$ cat src/rtl/fmrv32im_div_ctrl.sv
// Issue/writeback controller for the M-extension divider: one outstanding request,
// a one-entry result cache, and flush/reset handling that never aborts the divider.
module fmrv32im_div_ctrl (
    input  logic        CLK,
    input  logic        RST_N,
    input  logic        ISSUE_VALID,
    output logic        ISSUE_READY,
    input  logic [1:0]  ISSUE_OP,
    input  logic [31:0] ISSUE_RS1,
    input  logic [31:0] ISSUE_RS2,
    input  logic [4:0]  ISSUE_RD,
    input  logic        KILL,
    output logic        DIV_INST_DIV,
    output logic        DIV_INST_DIVU,
    output logic        DIV_INST_REM,
    output logic        DIV_INST_REMU,
    output logic [31:0] DIV_RS1,
    output logic [31:0] DIV_RS2,
    input  logic        DIV_WAIT,
    input  logic        DIV_READY,
    input  logic [31:0] DIV_RD,
    output logic        WB_VALID,
    output logic [4:0]  WB_ADDR,
    output logic [31:0] WB_DATA
);

    typedef enum logic [2:0] {
        StIdle,
        StStart,
        StBusy,
        StDrain,
        StWb
    } state_e;

    state_e      r_state;
    logic [1:0]  r_op;
    logic [31:0] r_rs1;
    logic [31:0] r_rs2;
    logic [4:0]  r_rd;

    logic        r_c_valid;
    logic [1:0]  r_c_op;
    logic [31:0] r_c_rs1;
    logic [31:0] r_c_rs2;
    logic [31:0] r_c_data;

    logic [3:0]  r_strobe;
    logic        r_wb_valid;
    logic [4:0]  r_wb_addr;
    logic [31:0] r_wb_data;

    logic        w_accept;
    logic        w_hit;
    logic [3:0]  w_op_onehot;
    logic        w_unused_div_wait;

    // DIV_WAIT is informational only; the FSM keys purely off DIV_READY.
    assign w_unused_div_wait = DIV_WAIT;

    assign ISSUE_READY = (r_state == StIdle);
    assign w_accept    = ISSUE_READY & ISSUE_VALID & ~KILL;
    assign w_hit       = r_c_valid & (r_c_op == ISSUE_OP) & (r_c_rs1 == ISSUE_RS1)
                       & (r_c_rs2 == ISSUE_RS2);

    always_comb begin
        w_op_onehot = 4'b0000;
        unique case (ISSUE_OP)
            2'd0:    w_op_onehot = 4'b0001;
            2'd1:    w_op_onehot = 4'b0010;
            2'd2:    w_op_onehot = 4'b0100;
            2'd3:    w_op_onehot = 4'b1000;
            default: w_op_onehot = 4'b0000;
        endcase
    end

    always_ff @(posedge CLK) begin
        if (!RST_N) begin
            r_state    <= StIdle;
            r_op       <= 2'd0;
            r_rs1      <= 32'd0;
            r_rs2      <= 32'd0;
            r_rd       <= 5'd0;
            r_c_valid  <= 1'b0;
            r_c_op     <= 2'd0;
            r_c_rs1    <= 32'd0;
            r_c_rs2    <= 32'd0;
            r_c_data   <= 32'd0;
            r_strobe   <= 4'b0000;
            r_wb_valid <= 1'b0;
            r_wb_addr  <= 5'd0;
            r_wb_data  <= 32'd0;
        end else begin
            r_strobe   <= 4'b0000;
            r_wb_valid <= 1'b0;
            unique case (r_state)
                StIdle: begin
                    if (w_accept) begin
                        r_op  <= ISSUE_OP;
                        r_rs1 <= ISSUE_RS1;
                        r_rs2 <= ISSUE_RS2;
                        r_rd  <= ISSUE_RD;
                        if (w_hit) begin
                            r_state    <= StWb;
                            r_wb_valid <= 1'b1;
                            r_wb_data  <= r_c_data;
                            r_wb_addr  <= ISSUE_RD;
                        end else begin
                            r_state  <= StStart;
                            r_strobe <= w_op_onehot;
                        end
                    end
                end
                StStart: begin
                    r_state <= KILL ? StDrain : StBusy;
                end
                StBusy: begin
                    if (DIV_READY) begin
                        r_c_valid <= 1'b1;
                        r_c_op    <= r_op;
                        r_c_rs1   <= r_rs1;
                        r_c_rs2   <= r_rs2;
                        r_c_data  <= DIV_RD;
                        // A flush landing on the result cycle still caches, but skips writeback.
                        if (KILL) begin
                            r_state <= StIdle;
                        end else begin
                            r_state    <= StWb;
                            r_wb_valid <= 1'b1;
                            r_wb_data  <= DIV_RD;
                            r_wb_addr  <= r_rd;
                        end
                    end else if (KILL) begin
                        r_state <= StDrain;
                    end
                end
                StDrain: begin
                    if (DIV_READY) begin
                        r_c_valid <= 1'b1;
                        r_c_op    <= r_op;
                        r_c_rs1   <= r_rs1;
                        r_c_rs2   <= r_rs2;
                        r_c_data  <= DIV_RD;
                        r_state   <= StIdle;
                    end
                end
                StWb: begin
                    r_state <= StIdle;
                end
                default: begin
                    r_state <= StIdle;
                end
            endcase
        end
    end

    assign DIV_INST_DIV  = r_strobe[0];
    assign DIV_INST_DIVU = r_strobe[1];
    assign DIV_INST_REM  = r_strobe[2];
    assign DIV_INST_REMU = r_strobe[3];
    assign DIV_RS1       = r_rs1;
    assign DIV_RS2       = r_rs2;

    // KILL during the writeback cycle must squash the already-registered valid.
    assign WB_VALID = r_wb_valid & ~KILL;
    assign WB_ADDR  = r_wb_addr;
    assign WB_DATA  = r_wb_data;

endmodule
$ cat config.mk
export PLATFORM = sky130hd
export DESIGN_NAME = fmrv32im_div_ctrl
export DESIGN_NICKNAME = d
export VERILOG_FILES = /design/src/rtl/fmrv32im_div_ctrl.sv
export SDC_FILE = /design/constraint.sdc
export NUM_CORES = 1
export LEC_CHECK = 0
export CAP_MARGIN = 10
export CORE_MARGIN = 5
export CORE_UTILIZATION = 50
export CTS_CLUSTER_DIAMETER = 200
export CTS_CLUSTER_SIZE = 14
export DETAILED_ROUTE_END_ITERATION = 12
export PLACE_DENSITY = 0.79
export SLEW_MARGIN = 20
export SYNTH_ARGS = -nofsm -noshare
export SYNTH_HDL_FRONTEND = slang
export SYNTH_SLANG_ARGS = --single-unit
$ cat constraint.sdc
create_clock -name CLK -period 6.3 [get_ports CLK]
set_input_delay 1.26 -clock CLK [delete_from_list [all_inputs] [get_ports CLK]]
set_output_delay 1.26 -clock CLK [all_outputs]
set_load 0.005 [all_outputs]
After elaboration in Yosys (flattened, before gate mapping)
Index checks and enable logic that the tools add are counted.
{"block": "totals", "reg_bits": 215, "word_cells": 72, "output_inout_bits": 107, "inputBits": 109}
{"block": "classes", "muxes": 24, "eq_ne": 15, "bitwise_logic": 10, "n_reduce_logical": 9}
{"op": "$mux 32", "n": 4}
{"op": "$eq 32x32->1", "n": 2}
{"op": "$pmux 32 s2", "n": 1}
{"op": "$mux 5", "n": 4}
{"op": "$mux 3", "n": 6}
{"op": "$pmux 4 s4", "n": 1}
{"op": "$pmux 3 s4", "n": 1}
{"op": "$pmux 5 s2", "n": 1}
{"op": "$and 1x1->1", "n": 6}
{"op": "$eq 3x2->1 const B", "n": 2}
{"op": "$ne 2x2->1 const B", "n": 3}
{"op": "$mux 1", "n": 5}
{"op": "$reduce_and 5->1", "n": 1}
{"op": "$eq 2x2->1 const B", "n": 2}
{"op": "$ne 2x1->1 const B", "n": 2}
{"op": "$not 1->1", "n": 4}
{"op": "$reduce_and 2->1", "n": 2}
{"op": "$reduce_or 4->1", "n": 1}
{"op": "$eq 3x1->1 const B", "n": 1}
{"op": "$logic_not 3->1", "n": 1}
{"op": "$ne 3x3->1 const B", "n": 1}
{"op": "$reduce_and 3->1", "n": 1}
{"op": "$eq 2x1->1 const B", "n": 1}
{"op": "$eq 2x2->1", "n": 1}
{"op": "other kinds (4)", "n": 4}

Depth between registers and ports, before layout
Gate-level depths: netlist of the first run.
{"block": "depth", "depth_word": 7, "mapped_depth": 9, "mapped_depth_nobuf": 6}

Worst setup path before layout of the first run
Ideal clock, no wire load.
{"block": "synth_path", "path_type": "in2reg", "from": "input ISSUE_RS2[23]", "to": "register r_wb_addr[2], in the netlist WB_ADDR[2]", "stages": 7, "arrival_ps": 2881, "setup_slack_ps": 3356, "path_cell_list": "nor2b_1 a2111o_1 a2111oi_2 nand4_1 clkbuf_1 or4_1 nand3_1"}
{"block": "synth_between", "elab_chain_len": 4}
{"item": "start, declared", "line": "10", "rtl": "input logic [31:0] ISSUE_RS2,"}
{"item": "$eq 32x32->1", "line": "63", "rtl": "& (r_c_rs2 == ISSUE_RS2);"}
{"item": "$and 1x1->1", "line": "63"}
{"item": "$ne 2x1->1 (no source line)"}
{"item": "$reduce_and 5->1 (no source line)"}
{"item": "end signal, assigned", "line": "130", "rtl": "r_wb_addr <= r_rd;"}
{"item": "end, declared", "line": "49", "rtl": "logic [4:0] r_wb_addr;"}
No other way between the ends.
A chain may end at the register's enable or synchronous reset.

Final worst setup path of the first run
{"block": "layout_path", "from": "input DIV_READY", "to": "register r_wb_addr[3], in the netlist WB_ADDR[3]"}
{"block": "layout_between", "elab_chain_len": 2}
{"item": "start, declared", "line": "20", "rtl": "input logic DIV_READY,"}
{"item": "$ne 2x2->1 (no source line)"}
{"item": "$reduce_and 5->1 (no source line)"}
No other way between the ends.

==> metrics, run 1 <==
maximum resistive drop on vdd 0.197 mV; Worst-path clk slew 0.07 ns; P&R area growth vs syn 28.0%; num ports 216; initial antenna violation count 2; clock tree from TritonCTS done; biggest fanout along the worst timing path 81; category of the worst setup path launch point primary input; number of buffers inserted for hold repair after clock tree synthesis 0; fraction of the yosys area taken by sequential cells 44.7%; Max-Cap Viols 0; Post-Synth XOR/XNOR Area 4.10%; CTS Root Buffer Type clkbuf_16; RePlAce Congestion 0.907; post-synthesis cell type count 36; nature of the critical path endpoint flip-flop; Post-DRT Antenna Nets 0; largest family of logic cells by synthesized area simple AND/OR/NAND/NOR gates; Post-Synth Adder-Cell Area 0%; chip height 149 um; flip-flop and latch count after synthesis 215; power per cell area 257 nW/um^2; DR pass1 iterations 5; die area 22100 sq um; critical setup path kind primary input to flip-flop; Wirelength per Cell 17.4 um; largest net degree at the start of global routing 105; Gates resized, CTS repair 0; syn_nets 1375; crit path DAT 4.25 ns; all-layer global routing usage 25.1%; Tmin final 3.87 ns; floorplan row count 50; via-per-instance ratio 5.63; final-layout setup total negative slack 0 ns; cell chain of the critical path clkdlybuf4s50_1 -> and3b_4 -> buf_4 -> a21oi_4 -> buf_4 -> a31oi_1 -> nand3_1; outcome completed; synthesized area divided by synthesized cell count 7.60 sq um; highest clock frequency the design can meet 0.258 GHz; Layout Utilization 65.4%; area fraction in compound gates after synthesis 15.5%; type of the tightest min-delay check flip-flop to flip-flop; share of cell area taken by muxes after synthesis 4.33%; effective utilization at floorplan 51.1%; number of endpoints failing setup at the final stage 0; delay contributed by the slowest stage of the critical path 0.76 ns; residual DRC count 0; Clock Latency Late Sink 0.49 ns; worst slack on hold paths 0.452 ns; Final Hold Viols 0; Yosys warnings 0; Post-CTS Setup Repair Bufs 0; leading cell types in the layout, fill and taps excluded 417 x nand2_1, 215 x dfxtp_1, 213 x clkdlybuf4s50_1; final cycle utilization of the critical path 61.5%; simple-gate share of the synthesized area 26.7%; vias in the first global route 8721; synthesized instance count 1266; unrepaired setup endpoints after global routing no; fraction of final layout cells sized beyond drive strength 1 5.60%; slowest cell on the critical path buf_4; pre-CTS worst setup slack 1.95 ns; Post-Route Skew 0.0108 ns; Rel. slew slack 28.6%; Req. time, crit path 6.68 ns; most frequent cell on the critical path buf_4; count of pins over their slew limit 0; input/output buffers 214; total gr overflow 0; depth of the CTS H-tree 1; Total Routed Length 29200 um; die outline width 149 um; number of clock sinks seen by CTS 215; number of buffers inserted during clock tree synthesis 19; Worst-Margin Slew 1.07 ns; net total in the final layout 1519; core area 18800 sq um; HPWL after DPL 18800 um; number of design-rule violations left by the first detailed-router iteration 835; leakage power figure 4.19 nW; post-synthesis instance area 9620 sq um; vias 9404; post-route worst setup slack 2.43 ns; wire length of the first global-routing pass 45900 um; commonest non-fill, non-tap cell in the layout nand2_1; maximum root-to-sink buffer count 3
-- report_power, final --
part	leakage (nW)	switching, W	total, W	internal [W]
logic	2.20	0.000282	0.000596	0.000314
clock network	0.245	0.000492	0.00103	0.000541
registers	1.75	0.0000810	0.00153	0.00145
-- routing by layer --
layer / up-vias / wire length (um) / track usage, %
met1: 4367 / 11900 / 32.2
met3: 53 / 2510 / 6.53
met4: 2 / 808 / 7.55
met5: - / 7 / 0
met2: 369 / 13900 / 41.9
li1: 4613 / - / -
-- sequential cells by signal, indices dropped and copies added (netlist names) --
signal	flops
r_c_op	2
DIV_RS2	32
r_rd	5
WB_ADDR	5
r_strobe	4
r_c_rs1	32
WB_DATA	32
r_wb_valid	1
r_c_data	32
DIV_RS1	32
r_state	3
r_op	2
r_c_rs2	32
r_c_valid	1
-- area by class of cell --
| cell class | count | area (sq um) |
|---|---|---|
| Multi-Input combinational cell | 934 | 4900 |
| Antenna cell | 1 | 2.50 |
| Tap cell | 260 | 325 |
| Fill cell | 1606 | 6510 |
| Clock buffer | 19 | 475 |
| Sequential cell | 215 | 4300 |
| Clock inverter | 2 | 20.0 |
| Timing Repair Buffer | 227 | 2230 |
| Inverter | 13 | 53.8 |
-- path summary, 6_finish.rpt --
check	from	end	slack, ns	cells past startpoint
worst min-delay path	r_c_data[30]$_SDFFE_PN0P_	r_c_data[30]$_SDFFE_PN0P_	0.45	2
worst min register to register	r_c_data[30]$_SDFFE_PN0P_	r_c_data[30]$_SDFFE_PN0P_	0.45	2
worst max register to register	r_state[1]$_SDFFE_PN0P_	WB_ADDR[3]$_SDFFE_PN0P_	3.25	6
worst max-delay path	DIV_READY	WB_ADDR[3]$_SDFFE_PN0P_	2.43	7
-- through the flow --
| step | cells | total power [W] | cell area (sq um) |
|---|---|---|---|
| after floorplan | 1266 | 0.00183 | 9620 |
| after global placement | 1649 | 0.00214 | 11800 |
| after detailed placement | 1649 | 0.00216 | 11800 |
| after CTS | 1670 | 0.00319 | 12300 |
| after global routing | 1671 | 0.00330 | 12300 |
| final | 1671 | 0.00316 | 12300 |
-- critical path: cells and delay by family --
family                 cells  cell delay [ns]
AO/OA/AOI/OAI              2             0.62
buffers and inverters      3             1.68
AND/OR/NAND/NOR            2             0.54
-- kinds of logic (layout without fill, tap and decap cells) --
group	Yosys count	after routing
simple gates	587	587
compound gates	265	265
flops	215	215
buf+inv	117	261
xor+xnor	45	45
mux	37	37
other cells	0	1
-- cells in the mapped netlist, drive strengths merged --
library cell / count / area share, %
clkbuf: 86 / 3.4
a21oi: 172 / 8.9
and3: 1 / 0.065
nand2b: 12 / 0.78
buf: 18 / 0.83
nor3: 3 / 0.16
o32ai: 2 / 0.18
a31oi: 37 / 2.4
nand3b: 1 / 0.078
nand2: 417 / 16
or4: 37 / 2.9
o21bai: 1 / 0.078
nand4: 11 / 0.72
a22oi: 1 / 0.078
nor2b: 10 / 0.65
a2111oi: 3 / 0.34
nand3: 75 / 3.9
a2111o: 2 / 0.23
nor2: 9 / 0.35
xor2: 9 / 0.82
dfxtp: 215 / 45
and3b: 1 / 0.091
o221ai: 1 / 0.091
o22ai: 39 / 2.5
nor4: 5 / 0.33
nor3b: 3 / 0.23
xnor2: 36 / 3.3
inv: 13 / 0.51
a22o: 2 / 0.18
and4: 1 / 0.091
o2111ai: 4 / 0.36
mux2: 37 / 4.3
or3: 1 / 0.065
o31ai: 1 / 0.078
No activity file was read; power rests on OpenSTA's default activity.
==> run 2, diff against run 1 <==
clock period = 3.6 ns   (was 6.3 ns; I/O delays follow)
==> run 2 against run 1 <==
  * Count of clock-buffer cells in the layout unchanged
  * Total power grew 75%
  * Non-clock buffer count rose by 9
  * Hold slack worse by 0.00058 ns
  * Via count is 0.73% higher
  * Global-route usage about the same
  * Sequential cell count stayed put
==> metrics, run 2 (synthesis gave the netlist of run 1 again) <==
vias in the first global route 8897 (was 8721); HPWL after DPL 19100 um (was 18800 um); Wirelength per Cell 17.2 um (was 17.4 um); crit path DAT 3.43 ns (was 4.25 ns); global routing met1 resource utilization 32.1% (was 32.2%); delay contributed by the slowest stage of the critical path 0.55 ns (was 0.76 ns); final-layout setup total negative slack 0 ns (unchanged); die area 22100 sq um (unchanged); Post-Route Skew 0.0105 ns (was 0.0108 ns); cell total after placement 1658 (was 1649); number of buffer and inverter instances along the worst setup path 2 (was 3); Worst-path clk slew 0.07 ns (about the same); outcome completed (unchanged); Worst-Margin Slew 1.05 ns (was 1.07 ns); leakage power figure 4.26 nW (was 4.19 nW); depth of the CTS H-tree 1 (unchanged); power per cell area 446 nW/um^2 (was 257 nW/um^2); Clk pwr share 32.6% (was 32.7%); largest net degree at the start of global routing 99 (was 105); met2 global-route usage 41.6% (was 41.9%); input/output buffers 214 (unchanged); number of buffers inserted during clock tree synthesis 19 (unchanged); Rel. slew slack 30.1% (was 28.6%); leading cell types in the layout, fill and taps excluded 417 x nand2_1, 215 x dfxtp_1, 213 x clkdlybuf4s50_1 (unchanged); num ports 216 (unchanged); switching power 0.00149 W (was 0.000856 W); number of endpoints failing setup at the final stage 0 (unchanged); vias 9473 (was 9404); maximum root-to-sink buffer count 3 (unchanged); wire length of the first global-routing pass 45900 um (about the same); nature of the critical path endpoint flip-flop (unchanged); core area 18800 sq um (unchanged); Total Routed Length 28900 um (was 29200 um); CTS Root Buffer Type clkbuf_16 (unchanged); slowest cell on the critical path clkdlybuf4s50_1 (was buf_4); RePlAce Congestion 0.929 (was 0.907); effective utilization at floorplan 51.1% (unchanged); all-layer global routing usage 25.2% (was 25.1%); category of the worst setup path launch point primary input (unchanged); combinational share of power 19.0% (was 18.9%); Post-CTS Setup Repair Bufs 0 (unchanged); floorplan row count 50 (unchanged); final cycle utilization of the critical path 83.5%; net total in the final layout 1528 (was 1519); Clock Latency Late Sink 0.49 ns (about the same); DR pass1 iterations 5 (unchanged); count of pins over their slew limit 0 (unchanged); worst slack on hold paths 0.451 ns (was 0.452 ns); type of the tightest min-delay check flip-flop to flip-flop (unchanged); commonest non-fill, non-tap cell in the layout nand2_1 (unchanged); final std cells w/o fill 1680 (was 1671); Req. time, crit path 4.03 ns (was 6.68 ns); unrepaired setup endpoints after global routing no (unchanged); highest clock frequency the design can meet 0.333 GHz; number of buffers inserted for hold repair after clock tree synthesis 0 (unchanged); met3 GRT Util 6.29% (was 6.53%); Int Pwr 0.00404 W (was 0.00230 W); cell chain of the critical path clkdlybuf4s50_1 -> nor2b_1 -> a2111o_1 -> nor4_1 -> nand4_1 -> buf_12 -> or4_1 -> nand3_1 (was clkdlybuf4s50_1 -> and3b_4 -> buf_4 -> a21oi_4 -> buf_4 -> a31oi_1 -> nand3_1); fraction of final layout cells sized beyond drive strength 1 6.20% (was 5.60%); Tmin final 3.01 ns; kind of cell with the highest combined delay on the critical path simple AND/OR/NAND/NOR gates (was buffers and inverters); Layout Utilization 66.0% (was 65.4%); via-per-instance ratio 5.64 (was 5.63); critical setup path kind primary input to flip-flop (unchanged); total gr overflow 0 (unchanged); Post-DRT Antenna Nets 0 (unchanged); die outline width 149 um (unchanged); P&R area growth vs syn 29.1% (was 28.0%); number of clock sinks seen by CTS 215 (unchanged); chip height 149 um (unchanged); relative contribution of sequential cells to total power 48.4% (was 48.5%); Final Hold Viols 0 (unchanged); initial antenna violation count 2 (unchanged); Gates resized, CTS repair 0 (unchanged); switching share of total power 27.0% (was 27.1%); residual DRC count 0 (unchanged); number of design-rule violations left by the first detailed-router iteration 894 (was 835); biggest fanout along the worst timing path 77 (was 81); maximum resistive drop on vdd 0.381 mV (was 0.197 mV); Max-Cap Viols 0 (unchanged); clock tree from TritonCTS done (unchanged); busiest layer in global routing met2 (unchanged)
==> run 2: cell types whose count changed in the layout (fill, tap and decap cells not counted), sizes merged <==
cell  previous run  this run
buf             14        23
==> run 2: worst min-delay path, delay by kind of cell (launching register included) <==
family,cells,cell delay (ns)
AND/OR/NAND/NOR,1,0.05
AO/OA/AOI/OAI,1,0.05
flip-flops,1,0.31
==> run 2: worst paths after layout <==
kind	startpoint	to	slack, ns	cells after the start
setup / recovery	ISSUE_RS2[9]	WB_DATA[26]$_SDFFE_PN0P_	0.59	8
hold / removal	r_rd[4]$_SDFFE_PN0P_	r_rd[4]$_SDFFE_PN0P_	0.45	2
setup reg to reg	r_c_rs2[9]$_SDFFE_PN0P_	WB_DATA[26]$_SDFFE_PN0P_	1.00	7
hold reg to reg	r_rd[4]$_SDFFE_PN0P_	r_rd[4]$_SDFFE_PN0P_	0.45	2
==> run 2: final cells by class <==
type / count / area [sq um]
fill: 1575 / 6410
multi-input combinational: 934 / 4900
sequential: 215 / 4300
timing repair buffer: 236 / 2340
clock buffer: 19 / 475
tap: 260 / 325
inverter: 13 / 53.8
clock inverter: 2 / 20.0
antenna: 1 / 2.50
==> run 2: power groups by stage <==
| stage | logic (W) | clock network, W | registers, W |
|---|---|---|---|
| 2_1_floorplan | 0.000486 | 0 | 0.00271 |
| 3_3_place_gp | 0.00103 | 0 | 0.00272 |
| 3_5_place_dp | 0.00105 | 0 | 0.00273 |
| 4_1_cts | 0.00106 | 0.00185 | 0.00268 |
| 5_1_grt | 0.00114 | 0.00193 | 0.00271 |
| 6_report | 0.00105 | 0.00180 | 0.00268 |
==> run 2: metal layers <==
| metal | vias up | wire length, um |
|---|---|---|
| li1 | 4628 | - |
| met1 | 4411 | 11900 |
| met2 | 376 | 13600 |
| met3 | 56 | 2460 |
| met4 | 2 | 1010 |
| met5 | - | 14 |
==> run 2: through the flow <==
step	cell area (sq um)	power (W)	setup slack, ns
after floorplan	9620	0.00320	1.20
after global placement	11900	0.00375	0.187
after CTS	12400	0.00558	0.654
after global routing	12400	0.00578	0.558
after detailed placement	11900	0.00378	0.151
final	12400	0.00554	0.593
==> run 3, diff against run 2 <==
clock period = 2.78 ns   (was 3.6 ns; I/O delays follow)
==> run 3 against run 2 <==
  * Sequential cell count unchanged
  * Utilization increased by 1.4 points
  * Count of clock-buffer cells in the layout unchanged
  * First-iteration DRC count unchanged
  * Critical path depth increased by 1
  * Wire length increased by 0.66%
  * Clock skew increased by 0.0022 ns
  * Sequential share of layout area decreased by 0.72 points
  * Clock power increased by 29%
  * Sequential power increased by 29%
  * Non-clock buffer count increased by 25
==> metrics, run 3 (synthesis gave the netlist of run 1 again) <==
power per cell area 568 nW/um^2 (was 446 nW/um^2); number of cells on the worst hold path 2 (unchanged); RePlAce Congestion 0.921 (was 0.929); final-layout setup total negative slack 0 ns (unchanged); wire length of the first global-routing pass 44800 um (was 45900 um); chip height 149 um (unchanged); Layout Utilization 67.4% (was 66.0%); number of clock sinks seen by CTS 215 (unchanged); Total Routed Length 29100 um (was 28900 um); input/output buffers 214 (unchanged); leakage power figure 4.40 nW (was 4.26 nW); Worst-Margin Slew 0.603 ns (was 1.05 ns); floorplan row count 50 (unchanged); outcome completed (unchanged); Worst Hold Path EP r_c_data[23]$_SDFFE_PN0P_ (was r_rd[4]$_SDFFE_PN0P_); CTS Root Buffer Type clkbuf_16 (unchanged); biggest fanout along the worst timing path 71 (was 77); worst slack on hold paths 0.451 ns (about the same); setup slack of the most critical reg-to-reg path 0.28 ns (was 1.00 ns); depth of the CTS H-tree 1 (unchanged); via-per-instance ratio 5.60 (was 5.64); Post-Route Skew 0.0127 ns (was 0.0105 ns); fraction of final layout cells sized beyond drive strength 1 7.90% (was 6.20%); vias in the first global route 8679 (was 8897); Clk pwr share 32.3% (was 32.6%); cell total after placement 1683 (was 1658); num ports 216 (unchanged); number of buffers inserted during clock tree synthesis 19 (unchanged); Fillers 1618 (was 1575); Tmin final 2.69 ns; Max-Cap Viols 0 (unchanged); final std cells w/o fill 1703 (was 1680); effective utilization at floorplan 51.1% (unchanged); nature of the critical path endpoint flip-flop (unchanged); maximum resistive drop on vdd 0.432 mV (was 0.381 mV); relative contribution of sequential cells to total power 48.2% (was 48.4%); count of pins over their slew limit 0 (unchanged); DR pass1 iterations 5 (unchanged); Worst-path clk slew 0.07 ns (about the same); critical setup path kind primary input to flip-flop (unchanged); diode count 0 (was 1); all-layer global routing usage 24.7% (was 25.2%); leading cell types in the layout, fill and taps excluded 417 x nand2_1, 215 x dfxtp_1, 213 x clkdlybuf4s50_1 (unchanged); residual DRC count 0 (unchanged); category of the worst setup path launch point primary input (unchanged); die area 22100 sq um (unchanged); die outline width 149 um (unchanged); type of the tightest min-delay check flip-flop to flip-flop (unchanged); initial antenna violation count 2 (unchanged); highest clock frequency the design can meet 0.372 GHz; Post-CTS Setup Repair Bufs 0 (unchanged); Req. time, crit path 3.20 ns (was 4.03 ns); clock tree from TritonCTS done (unchanged); commonest non-fill, non-tap cell in the layout nand2_1 (unchanged); worst reg2reg endpoint WB_DATA[18]$_SDFFE_PN0P_ (was WB_DATA[26]$_SDFFE_PN0P_); number of design-rule violations left by the first detailed-router iteration 894 (unchanged); Int Pwr 0.00526 W (was 0.00404 W); maximum root-to-sink buffer count 3 (unchanged); HPWL after DPL 19300 um (was 19100 um); crit path DAT 3.11 ns (was 3.43 ns); total gr overflow 0 (unchanged); critical hold path startpoint r_c_data[23]$_SDFFE_PN0P_ (was r_rd[4]$_SDFFE_PN0P_); core area 18800 sq um (unchanged); switching share of total power 27.0% (about the same); Wirelength per Cell 17.1 um (was 17.2 um); net total in the final layout 1553 (was 1528); worst-case reg-to-reg path depth 8 (was 7); post-layout power 0.00720 W (was 0.00554 W); final cycle utilization of the critical path 96.6%; largest net degree at the start of global routing 133 (was 99); number of endpoints failing setup at the final stage 0 (unchanged); combinational share of power 19.5% (was 19.0%); Crit Reg-Reg Startpoint r_c_rs2[0]$_SDFFE_PN0P_ (was r_c_rs2[9]$_SDFFE_PN0P_); vias 9544 (was 9473); switching power 0.00194 W (was 0.00149 W); Clock Latency Late Sink 0.49 ns (about the same); number of buffers inserted for hold repair after clock tree synthesis 0 (unchanged); P&R area growth vs syn 31.8% (was 29.1%); Post-DRT Antenna Nets 0 (unchanged); Rel. slew slack 59.8% (was 30.1%); unrepaired setup endpoints after global routing no (unchanged); Final Hold Viols 0 (unchanged)
## run 3: changes by cell type in the layout (fill, tap and decap cells not counted)
cell,change
diode_2,-1
buf_12,+6
nor4_1,-2
nor4_2,+2
buf_4,+19
inv_6,-1
## run 3: worst max path at each step
stage                  start                       end  slack (ns)
2_1_floorplan  ISSUE_RS2[23]   WB_ADDR[2]$_SDFFE_PN0P_        0.54
3_3_place_gp    ISSUE_RS2[0]  WB_DATA[10]$_SDFFE_PN0P_       -0.42
3_5_place_dp    ISSUE_RS2[0]  WB_DATA[14]$_SDFFE_PN0P_       -0.43
4_1_cts         ISSUE_RS2[0]  WB_DATA[18]$_SDFFE_PN0P_        0.04
5_1_grt         ISSUE_RS2[0]  WB_DATA[14]$_SDFFE_PN0P_        0.06
6_report        ISSUE_RS2[0]  WB_DATA[18]$_SDFFE_PN0P_        0.09
## run 3: power by group through the flow
stage                     registers (W)  clock network [W]  logic [W]
final                           0.00347            0.00233    0.00140
after global routing            0.00350            0.00248    0.00152
after CTS                       0.00347            0.00236    0.00141
after detailed placement        0.00354                  0    0.00140
after global placement          0.00352                  0    0.00138
after floorplan                 0.00352                  0   0.000630
## run 3: metrics by stage
stage	area [sq um]	setup slack, ns
after detailed placement	12200	-0.431
after floorplan	9620	0.540
after CTS	12700	0.0358
after global routing	12700	0.0575
after global placement	12200	-0.422
final	12700	0.0937
## run 3: routing by layer
| metal | GRT usage (%) | vias up | share of wire (%) |
|---|---|---|---|
| met1 | 31.9 | 4471 | 41 |
| met4 | 6.18 | 4 | 2.6 |
| met5 | 0 | - | 0.062 |
| met3 | 5.89 | 55 | 8.7 |
| met2 | 41.7 | 343 | 47 |
| li1 | - | 4671 | - |
## run 3: worst max-delay path: stages
cell	delay, ns
clkdlybuf4s50_1	0.50
xnor2_1	0.16
buf_4	0.17
nand4_1	0.16
nor4_2	0.42
nand4_1	0.25
buf_12	0.27
or4_1	0.50
nand3_1	0.11
## run 3: area by class of cell
class | count | area [sq um] | share of cell area [%]
multi-input combinational | 934 | 4910 | 38.7
tap | 260 | 325 | 2.56
clock buffer | 19 | 475 | 3.75
clock inverter | 1 | 11.3 | 0.0888
sequential | 215 | 4300 | 33.9
inverter | 13 | 53.8 | 0.424
timing repair buffer | 261 | 2600 | 20.5
## run 3: what timing repair did
action,4_1_cts,5_1_grt
hold endpoints to repair,0,0
setup endpoints to repair,0,25
gates resized for setup,0,2
==> edit, RTL diff (settings of run 1) <==
Add an input register stage for `DIV_RD`, without a reset; this delays it by one clock. The other inputs are not delayed to match.
--- a/src/rtl/fmrv32im_div_ctrl.sv
+++ b/src/rtl/fmrv32im_div_ctrl.sv
@@ -33,2 +33,8 @@
     } state_e;
+
+    logic [31:0] DIV_RD_q;
+
+    always_ff @(posedge CLK) begin
+        DIV_RD_q <= DIV_RD;
+    end
 
@@ -121,3 +127,3 @@
                         r_c_rs2   <= r_rs2;
-                        r_c_data  <= DIV_RD;
+                        r_c_data  <= DIV_RD_q;
                         // A flush landing on the result cycle still caches, but skips writeback.
@@ -128,3 +134,3 @@
                             r_wb_valid <= 1'b1;
-                            r_wb_data  <= DIV_RD;
+                            r_wb_data  <= DIV_RD_q;
                             r_wb_addr  <= r_rd;
@@ -141,3 +147,3 @@
                         r_c_rs2   <= r_rs2;
-                        r_c_data  <= DIV_RD;
+                        r_c_data  <= DIV_RD_q;
                         r_state   <= StIdle;
Formal check against the unedited RTL: not equivalent (Yosys sat finds a counterexample within 4 cycles, from zero or initial values and one cycle with RST_N low).
==> edit against run 1 <==
  * Cell area up 11%
  * Total power up 11%
  * Cell count up 5.6%
  * Area after synthesis up 14%
  * Sequential cell count up 32
  * Synthesized cell count up 5.8%
  * Combinational power up 5.7%
  * Wire length up 7.9%
  * Maximum frequency up 2.6%
  * Largest cell class unchanged
  * Setup slack better by 0.10 ns
  * Die area up 13%
==> edit: results (changes against run 1) <==
[run_status]
status=finished clean  ; unchanged

[timing]
worst_pin_slew_ns=0.989  ; was 1.07 ns
holdWs_ns=0.442  ; was 0.452 ns

[grt]
grt_pass1_vias=9418  ; was 8721
use_met2=0.401  ; was 0.419
grt_util_met1=0.309  ; was 0.322
grt_max_degree=179  ; was 105
grt.met3_usage=0.0709  ; was 0.0653
grt_pass1_wl_um=49100  ; was 45900 um
grt.total_usage=0.240  ; was 0.251

[min_path]
holdCritStartpoint=DIV_RD_q[8]  ; was r_c_data[30]

[worst_setup_path]
worst-path-max-fanout=7  ; was 81
rr_endpoint=WB_DATA[2]  ; was WB_ADDR[3]
reg2reg_depth=7  ; was 6
r2r_slack_ns=3.49  ; was 3.25 ns
arrival_ns=2.51  ; was 4.25 ns

[layout]
n_fill_cell=1905  ; was 1606
final_nets=1593  ; was 1519
drive_above_1_share=0.0350  ; was 0.0560

[synthesis]
ys_seq_area_frac=0.449  ; was 0.447
synth_top_cells_by_area=dfxtp_1 45%, nand2_1 14%, a21boi_1 9.9%  ; was dfxtp_1 45%, nand2_1 16%, a21oi_1 8.9%
syn_nets=1448  ; was 1375
ys_types=49  ; was 36
synthTopCellsByCount=420 x nand2_1, 247 x dfxtp_1, 145 x a21boi_1  ; was 417 x nand2_1, 215 x dfxtp_1, 172 x a21oi_1

[drt]
firstDrtPassIters=7  ; was 5
drt_wl_total_um=31500  ; was 29200 um
dr.first_iter.drc_count=711  ; was 835
route.vias.total=9970  ; was 9404

[clock_tree]
clk_pin_slew_ns=0.07  ; about the same
cts_made_buffers=21  ; was 19
insertion_delay_ns=0.51  ; was 0.49 ns

[power_and_ir_drop]
ir_worst_vdd_v=0.000165  ; was 0.000197 V
p_leak_nw=4.86  ; was 4.19 nW

[placed_design]
hpwl_um=20400  ; was 18800 um
place_congestion=0.828  ; was 0.907

[edit: kinds of logic (layout without fill, tap and decap cells)]
group / Yosys count / in the layout / share of synthesized area
buf+inv: 114 / 259 / 0.0496
xor+xnor: 60 / 60 / 0.0477
other cells: 0 / 1 / 0
mux: 37 / 37 / 0.0378
compound gates: 293 / 293 / 0.191
flops: 247 / 247 / 0.449
simple gates: 588 / 588 / 0.225
[edit: where the power goes]
group	total (mW)	internal (mW)	switching, mW
combinational	0.630	0.329	0.301
clock	1.15	0.593	0.553
sequential	1.73	1.67	0.0659
[edit: metrics by stage]
step / cell area [um^2] / instances / worst slack, ns / utilization
2_1_floorplan: 11000 / 1339 / 3.53 / -
3_3_place_gp: 13100 / 1740 / 2.11 / 0.604
3_5_place_dp: 13200 / 1741 / 2.11 / 0.605
4_1_cts: 13700 / 1764 / 2.55 / 0.630
5_1_grt: 13700 / 1765 / 2.50 / 0.630
6_report: 13700 / 1765 / 2.53 / 0.630
[edit: critical path, stage by stage]
cell             delay (ns)
clkdlybuf4s50_1        0.51
nor2b_1                0.19
clkdlybuf4s50_1        0.56
[edit: worst max path at each step]
stage	start	endpoint
final	KILL	WB_VALID
after global routing	KILL	WB_VALID
after CTS	KILL	WB_VALID
after detailed placement	ISSUE_RS2[7]	r_state[0]
after global placement	ISSUE_RS2[7]	r_state[0]
after floorplan	ISSUE_RS2[30]	WB_DATA[16]
[edit: cell type report]
cell class / instances / area share
antenna: 1 / 0.000183
clock buffer: 21 / 0.0383
clock inverter: 2 / 0.00119
inverter: 7 / 0.00192
multi-input combinational: 978 / 0.406
sequential: 247 / 0.361
tap: 280 / 0.0256
timing repair buffer: 229 / 0.166
[edit: metal layers]
layer  vias up  routed length, um
met1      4674              12600
met4         2                658
met2       420              14800
met5         -                 20
li1       4829                  -
met3        45               3420
